<file path="config.mk">
export PLATFORM = sky130hd
export DESIGN_NAME = switch_debounce_4
export DESIGN_NICKNAME = d
export VERILOG_FILES = /design/src/rtl/board_pkg.sv /design/src/rtl/debounce_channel.sv /design/src/rtl/switch_debounce_4.sv
export SDC_FILE = /design/constraint.sdc
export NUM_CORES = 1
export LEC_CHECK = 0
export ABC_AREA = 1
export CAP_MARGIN = 20
export CORE_ASPECT_RATIO = 1.25
export CORE_MARGIN = 4
export CORE_UTILIZATION = 60
export DETAILED_ROUTE_END_ITERATION = 6
export PLACE_DENSITY = 0.89
export SLEW_MARGIN = 10
export SYNTH_ARGS = -nofsm -noshare
export SYNTH_HDL_FRONTEND = slang
export SYNTH_SLANG_ARGS = --single-unit
</file>
<file path="constraint.sdc">
create_clock -name iClk -period 1.9 [get_ports iClk]
set_input_delay 0.19 -clock iClk [delete_from_list [all_inputs] [get_ports iClk]]
set_output_delay 0.19 -clock iClk [all_outputs]
set_load 0.02 [all_outputs]
</file>
<file path="src/rtl/board_pkg.sv">
// Board-level constants shared by the switch front-end blocks.
package board_pkg;

   localparam int unsigned CLK_HZ         = 25000000;
   localparam int unsigned NUM_SWITCHES   = 4;
   localparam int unsigned DEBOUNCE_MS    = 10;
   localparam int unsigned DEBOUNCE_LIMIT = CLK_HZ / 1000 * DEBOUNCE_MS;

endpackage

</file>
<file path="src/rtl/debounce_channel.sv">
// One switch channel: 2-flop synchroniser, stability counter and registered
// debounced level with single-cycle press/release pulses.
module debounce_channel #(
   parameter int unsigned DEBOUNCE_LIMIT = board_pkg::DEBOUNCE_LIMIT
) (
   input  logic iClk,
   input  logic iRst,
   input  logic iRaw,
   output logic oLevel,
   output logic oPress,
   output logic oRelease
);

   localparam int unsigned CNT_WIDTH = $clog2(DEBOUNCE_LIMIT);
   localparam logic [CNT_WIDTH-1:0] CNT_LAST = CNT_WIDTH'(DEBOUNCE_LIMIT - 1);

   generate
      if (DEBOUNCE_LIMIT < 2) begin : gBadLimit
         $error("debounce_channel: DEBOUNCE_LIMIT must be at least 2");
      end
   endgenerate

   logic                 sync1;
   logic                 sync2;
   logic [CNT_WIDTH-1:0] cnt;
   logic [CNT_WIDTH-1:0] cntNext;
   logic                 levelNext;
   logic                 pressNext;
   logic                 releaseNext;

   // A single agreeing cycle clears the count, so only an unbroken run commits.
   always_comb begin
      cntNext     = cnt;
      levelNext   = oLevel;
      pressNext   = 1'b0;
      releaseNext = 1'b0;
      if (sync2 == oLevel) begin
         cntNext = '0;
      end else if (cnt == CNT_LAST) begin
         cntNext     = '0;
         levelNext   = sync2;
         pressNext   = sync2;
         releaseNext = ~sync2;
      end else begin
         cntNext = cnt + CNT_WIDTH'(1);
      end
   end

   always_ff @(posedge iClk) begin
      if (iRst) begin
         sync1    <= 1'b0;
         sync2    <= 1'b0;
         cnt      <= '0;
         oLevel   <= 1'b0;
         oPress   <= 1'b0;
         oRelease <= 1'b0;
      end else begin
         sync1    <= iRaw;
         sync2    <= sync1;
         cnt      <= cntNext;
         oLevel   <= levelNext;
         oPress   <= pressNext;
         oRelease <= releaseNext;
      end
   end

endmodule

</file>
<file path="src/rtl/switch_debounce_4.sv">
// Four independent switch synchroniser/debouncer channels feeding the
// switch-to-LED block; pure instantiation and port mapping.
module switch_debounce_4
   import board_pkg::*;
#(
   parameter int unsigned DEBOUNCE_LIMIT = board_pkg::DEBOUNCE_LIMIT
) (
   input  logic       iClk,
   input  logic       iRst,
   input  logic       iSwitch_1,
   input  logic       iSwitch_2,
   input  logic       iSwitch_3,
   input  logic       iSwitch_4,
   output logic       oSwitch_1,
   output logic       oSwitch_2,
   output logic       oSwitch_3,
   output logic       oSwitch_4,
   output logic [3:0] oPress,
   output logic [3:0] oRelease
);

   logic [NUM_SWITCHES-1:0] rawVec;
   logic [NUM_SWITCHES-1:0] levelVec;

   assign rawVec    = {iSwitch_4, iSwitch_3, iSwitch_2, iSwitch_1};
   assign oSwitch_1 = levelVec[0];
   assign oSwitch_2 = levelVec[1];
   assign oSwitch_3 = levelVec[2];
   assign oSwitch_4 = levelVec[3];

   for (genvar i = 0; i < NUM_SWITCHES; i++) begin : gChan
      debounce_channel #(
         .DEBOUNCE_LIMIT(DEBOUNCE_LIMIT)
      ) uChan (
         .iClk    (iClk),
         .iRst    (iRst),
         .iRaw    (rawVec[i]),
         .oLevel  (levelVec[i]),
         .oPress  (oPress[i]),
         .oRelease(oRelease[i])
      );
   end

endmodule

</file>
==> flow_metrics.env <==
export IMPL_ff2ff_path_depth=7
export IMPL_avgRoutedWirePerCell_microns=11.30
export IMPL_slew_viol_final=0
export IMPL_first_pass_iters=5
export IMPL_grt_max_degree=19
export IMPL_cts_tree="done"
export IMPL_synth_cells=652
export IMPL_path_max_fanout=7
export IMPL_rrSetupSlack_ns=0.28
export IMPL_crit_path_start_kind="register"
export IMPL_ant_nets=0
export IMPL_hold_viol_final=0
export IMPL_holdCritStartpoint="iSwitch_1"
export IMPL_tritoncts_num_buffers=9
export IMPL_die_area_sq_mm=0.008902
export IMPL_irDropWorstVdd_uv=419.9
export IMPL_die_y_microns=104.5
export IMPL_hold_path_class="primary input to register"
export IMPL_cts_hold_buffers=0
export IMPL_post_dp_cell_area_sq_mm=0.004681
export IMPL_period_minus_slack_ns=1.622
export IMPL_whs_path_depth=3
export IMPL_holdWs_ns=0.3494
export IMPL_initial_core_util_pct=62.91
export IMPL_critical_path_class="register to register"
export IMPL_ioPinCount=18
export IMPL_clk_latency_ns=0.36
export IMPL_ctsResizeCount=0
export IMPL_critPathArrivalTime_ns=1.87
export IMPL_cts_setup_buffers=0
export IMPL_grt_first_pass_wirelength_microns=15470
export IMPL_dpl_hpwl_microns=6312
export IMPL_total_power_mw=3.357
export IMPL_status="complete, no violations"
export IMPL_slew_limit_headroom_pct=73.10
export IMPL_drtIter0Drc=213
export IMPL_htreeDepth=3
export IMPL_skew_ns=0.01230
export IMPL_globalRouteOverflowTotal=0
export IMPL_routed_via_density=5.136
export IMPL_switchingPower_mw=0.7158
export IMPL_finalCritPeriodShare_pct=85.37
export IMPL_ys_ff_latch=92
export IMPL_design_area_sq_mm=0.004890
export IMPL_drv_cap=0
export IMPL_syn_num_nets=662
export IMPL_drt_wl_total_microns=8653
export IMPL_rsz0062_at_grt="no"
export IMPL_crit_path_end_kind="register"
export IMPL_timing_rr_start="gChan[3].uChan.cnt[0]$_SDFF_PP0_"
export IMPL_clockPowerShare_pct=40.5
export IMPL_row_count=34
export IMPL_yosys_warnings=0
export IMPL_p_int_mw=2.641
export IMPL_ctsLongestPathBuffers=2
export IMPL_yosysSeqAreaShare_pct=41.21
export IMPL_swShare_pct=21.32
export IMPL_hold_end="gChan[0].uChan.sync1$_SDFF_PP0_"
export IMPL_pwr_share_comb_pct=1.6
export IMPL_io_buffers=17
export IMPL_finalSetupViolCount=0
export IMPL_grt_antenna_before_repair=0
export IMPL_p_per_area_mw_per_mm2=686.6
export IMPL_clockRootBuffer="clkbuf_8"
export IMPL_coreArea_sq_mm=0.007104
export IMPL_avgSynthCellArea_sq_um=6.855
export IMPL_leakage_nw=1.684
export IMPL_layout_drive_gt1_share_pct=7.101
export IMPL_tns_ns=0
export IMPL_cp_required_ns=2.15
export IMPL_fin_util_pct=68.83
export IMPL_track_usage_pct=20.50
export IMPL_seqPwrFrac_pct=57.9
export IMPL_route_detailed_drc=0
export IMPL_r2r_end="gChan[3].uChan.cnt[17]$_SDFF_PP0_"
export IMPL_cts_sinks=92
export IMPL_synthDistinctLibCells=27
export IMPL_path_clk_slew_ns=0.09
export IMPL_insertedDiodeCount=0
export IMPL_fin_nets=681
export IMPL_gp_congestion=0.9091
export IMPL_fmax_mhz=616.5
export IMPL_via_count=3934
export IMPL_netlist_area_sq_mm=0.004469
export IMPL_grt_pass1_vias=3782
export IMPL_syn_to_final_growth_pct=9.407
export IMPL_die_w_microns=85.20
export IMPL_worst_pin_slew_ns=0.4021
## cells in the final DEF (no fill, tap or decap), types with 2 or more instances in the layout
| cell | netlist | layout |
|---|---|---|
| nand3_1 | 42 | 42 |
| nand3b_1 | 2 | 2 |
| ha_1 | 4 | 4 |
| dfxtp_1 | 92 | 92 |
| o21ai_0 | 11 | 11 |
| or2_2 | 3 | 3 |
| or2_0 | 4 | 4 |
| xor2_1 | 24 | 24 |
| inv_1 | 79 | 79 |
| buf_4 | 10 | 4 |
| nand4_1 | 12 | 12 |
| nand2_1 | 154 | 154 |
| nor3_1 | 5 | 5 |
| nor2_4 | 2 | 2 |
| clkbuf_8 | 0 | 11 |
| a21oi_1 | 26 | 26 |
| nand3_2 | 4 | 4 |
| nor2_1 | 143 | 143 |
| nor2_2 | 13 | 13 |
| clkdlybuf4s50_1 | 0 | 17 |
| xnor2_1 | 11 | 11 |
| nand2_2 | 3 | 3 |
| clkinv_2 | 1 | 3 |
## worst max-delay path by stage
stage                                                   from                           endpoint  slack, ns
after floorplan             gChan[1].uChan.cnt[0]$_SDFF_PP0_   gChan[1].uChan.cnt[5]$_SDFF_PP0_       0.47
after global routing        gChan[2].uChan.cnt[0]$_SDFF_PP0_  gChan[2].uChan.cnt[14]$_SDFF_PP0_       0.09
final                       gChan[3].uChan.cnt[0]$_SDFF_PP0_  gChan[3].uChan.cnt[17]$_SDFF_PP0_       0.28
after global placement                                  iRst  gChan[2].uChan.cnt[11]$_SDFF_PP0_       0.29
after CTS                 gChan[1].uChan.oLevel$_SDFFE_PP0P_                          oSwitch_2       0.28
after detailed placement                                iRst   gChan[2].uChan.cnt[9]$_SDFF_PP0_       0.21
## cells in the mapped netlist, drive strengths merged
master / number / area share [%]
nand3b: 2 / 0.34
nand4: 12 / 1.7
o21bai: 1 / 0.17
dfxtp: 92 / 41
xor2: 24 / 4.7
inv: 79 / 6.6
a21oi: 26 / 2.9
clkinv: 2 / 0.20
o21ai: 13 / 1.8
clkbuf: 1 / 0.084
nor2: 158 / 14
nand3: 46 / 5.6
or2: 7 / 0.98
buf: 12 / 2.2
nand2: 157 / 13
nor3: 5 / 0.56
xnor2: 11 / 2.2
ha: 4 / 1.1
## registers in the layout, indices dropped and copies added, names as in the netlist
register and flops:
gChan.uChan.sync2 4, gChan.uChan.cnt 72, gChan.uChan.oPress 4, gChan.uChan.sync1 4
gChan.uChan.oLevel 4, gChan.uChan.oRelease 4
## kinds of logic (layout without fill, tap and decap cells)
group,after synthesis,in the layout,synth area share [%]
buffers and inverters,94,118,9.098
AOI/OAI and AO/OA,40,40,4.871
and+or+nand+nor,387,387,36.84
adders and majority gates,4,4,1.120
xor gates and xnor gates,35,35,6.859
DFF,92,92,41.21
## through the flow
| stage | instances | setup WS [ns] |
|---|---|---|
| final | 766 | 0.2779 |
| after global routing | 766 | 0.08815 |
| after CTS | 766 | 0.2803 |
| after detailed placement | 750 | 0.2135 |
| after global placement | 750 | 0.2885 |
| after floorplan | 652 | 0.4659 |
## power groups by stage
stage               combinational, mW  sequential (mW)  clock [mW]
global placement               0.0505             1.99           0
global route                   0.0601             1.95        1.46
detailed placement             0.0524             1.99           0
finish                         0.0524             1.95        1.36
floorplan                      0.0333             1.99           0
CTS                            0.0530             1.95        1.39
## area by class of cell
| type | count | area [sq um] |
|---|---|---|
| Clock buffer | 11 | 151.4 |
| Clock inverter | 5 | 57.56 |
| Fill cell | 548 | 2215 |
| Inverter | 81 | 305.3 |
| Multi-Input combinational cell | 466 | 2221 |
| Sequential cell | 92 | 1842 |
| Tap cell | 90 | 112.6 |
| Timing Repair Buffer | 21 | 200.2 |
## layer usage
layer	track usage (%)	routed length [microns]	vias to the layer above
li1	-	-	2044
met1	24.12	3765	1784
met2	35.22	4363	86
met3	4.041	407	20
met4	9.615	116	0
met5	0	0	-
## critical path, cell delays in order (launching register included)
cell	delay [ns]
dfxtp_1	0.40
ha_1	0.23
nand3_2	0.13
clkinv_2	0.09
nand3_2	0.11
o21ai_4	0.28
buf_4	0.23
a21oi_1	0.05
Note: power is estimated with default switching activity, not from simulation.
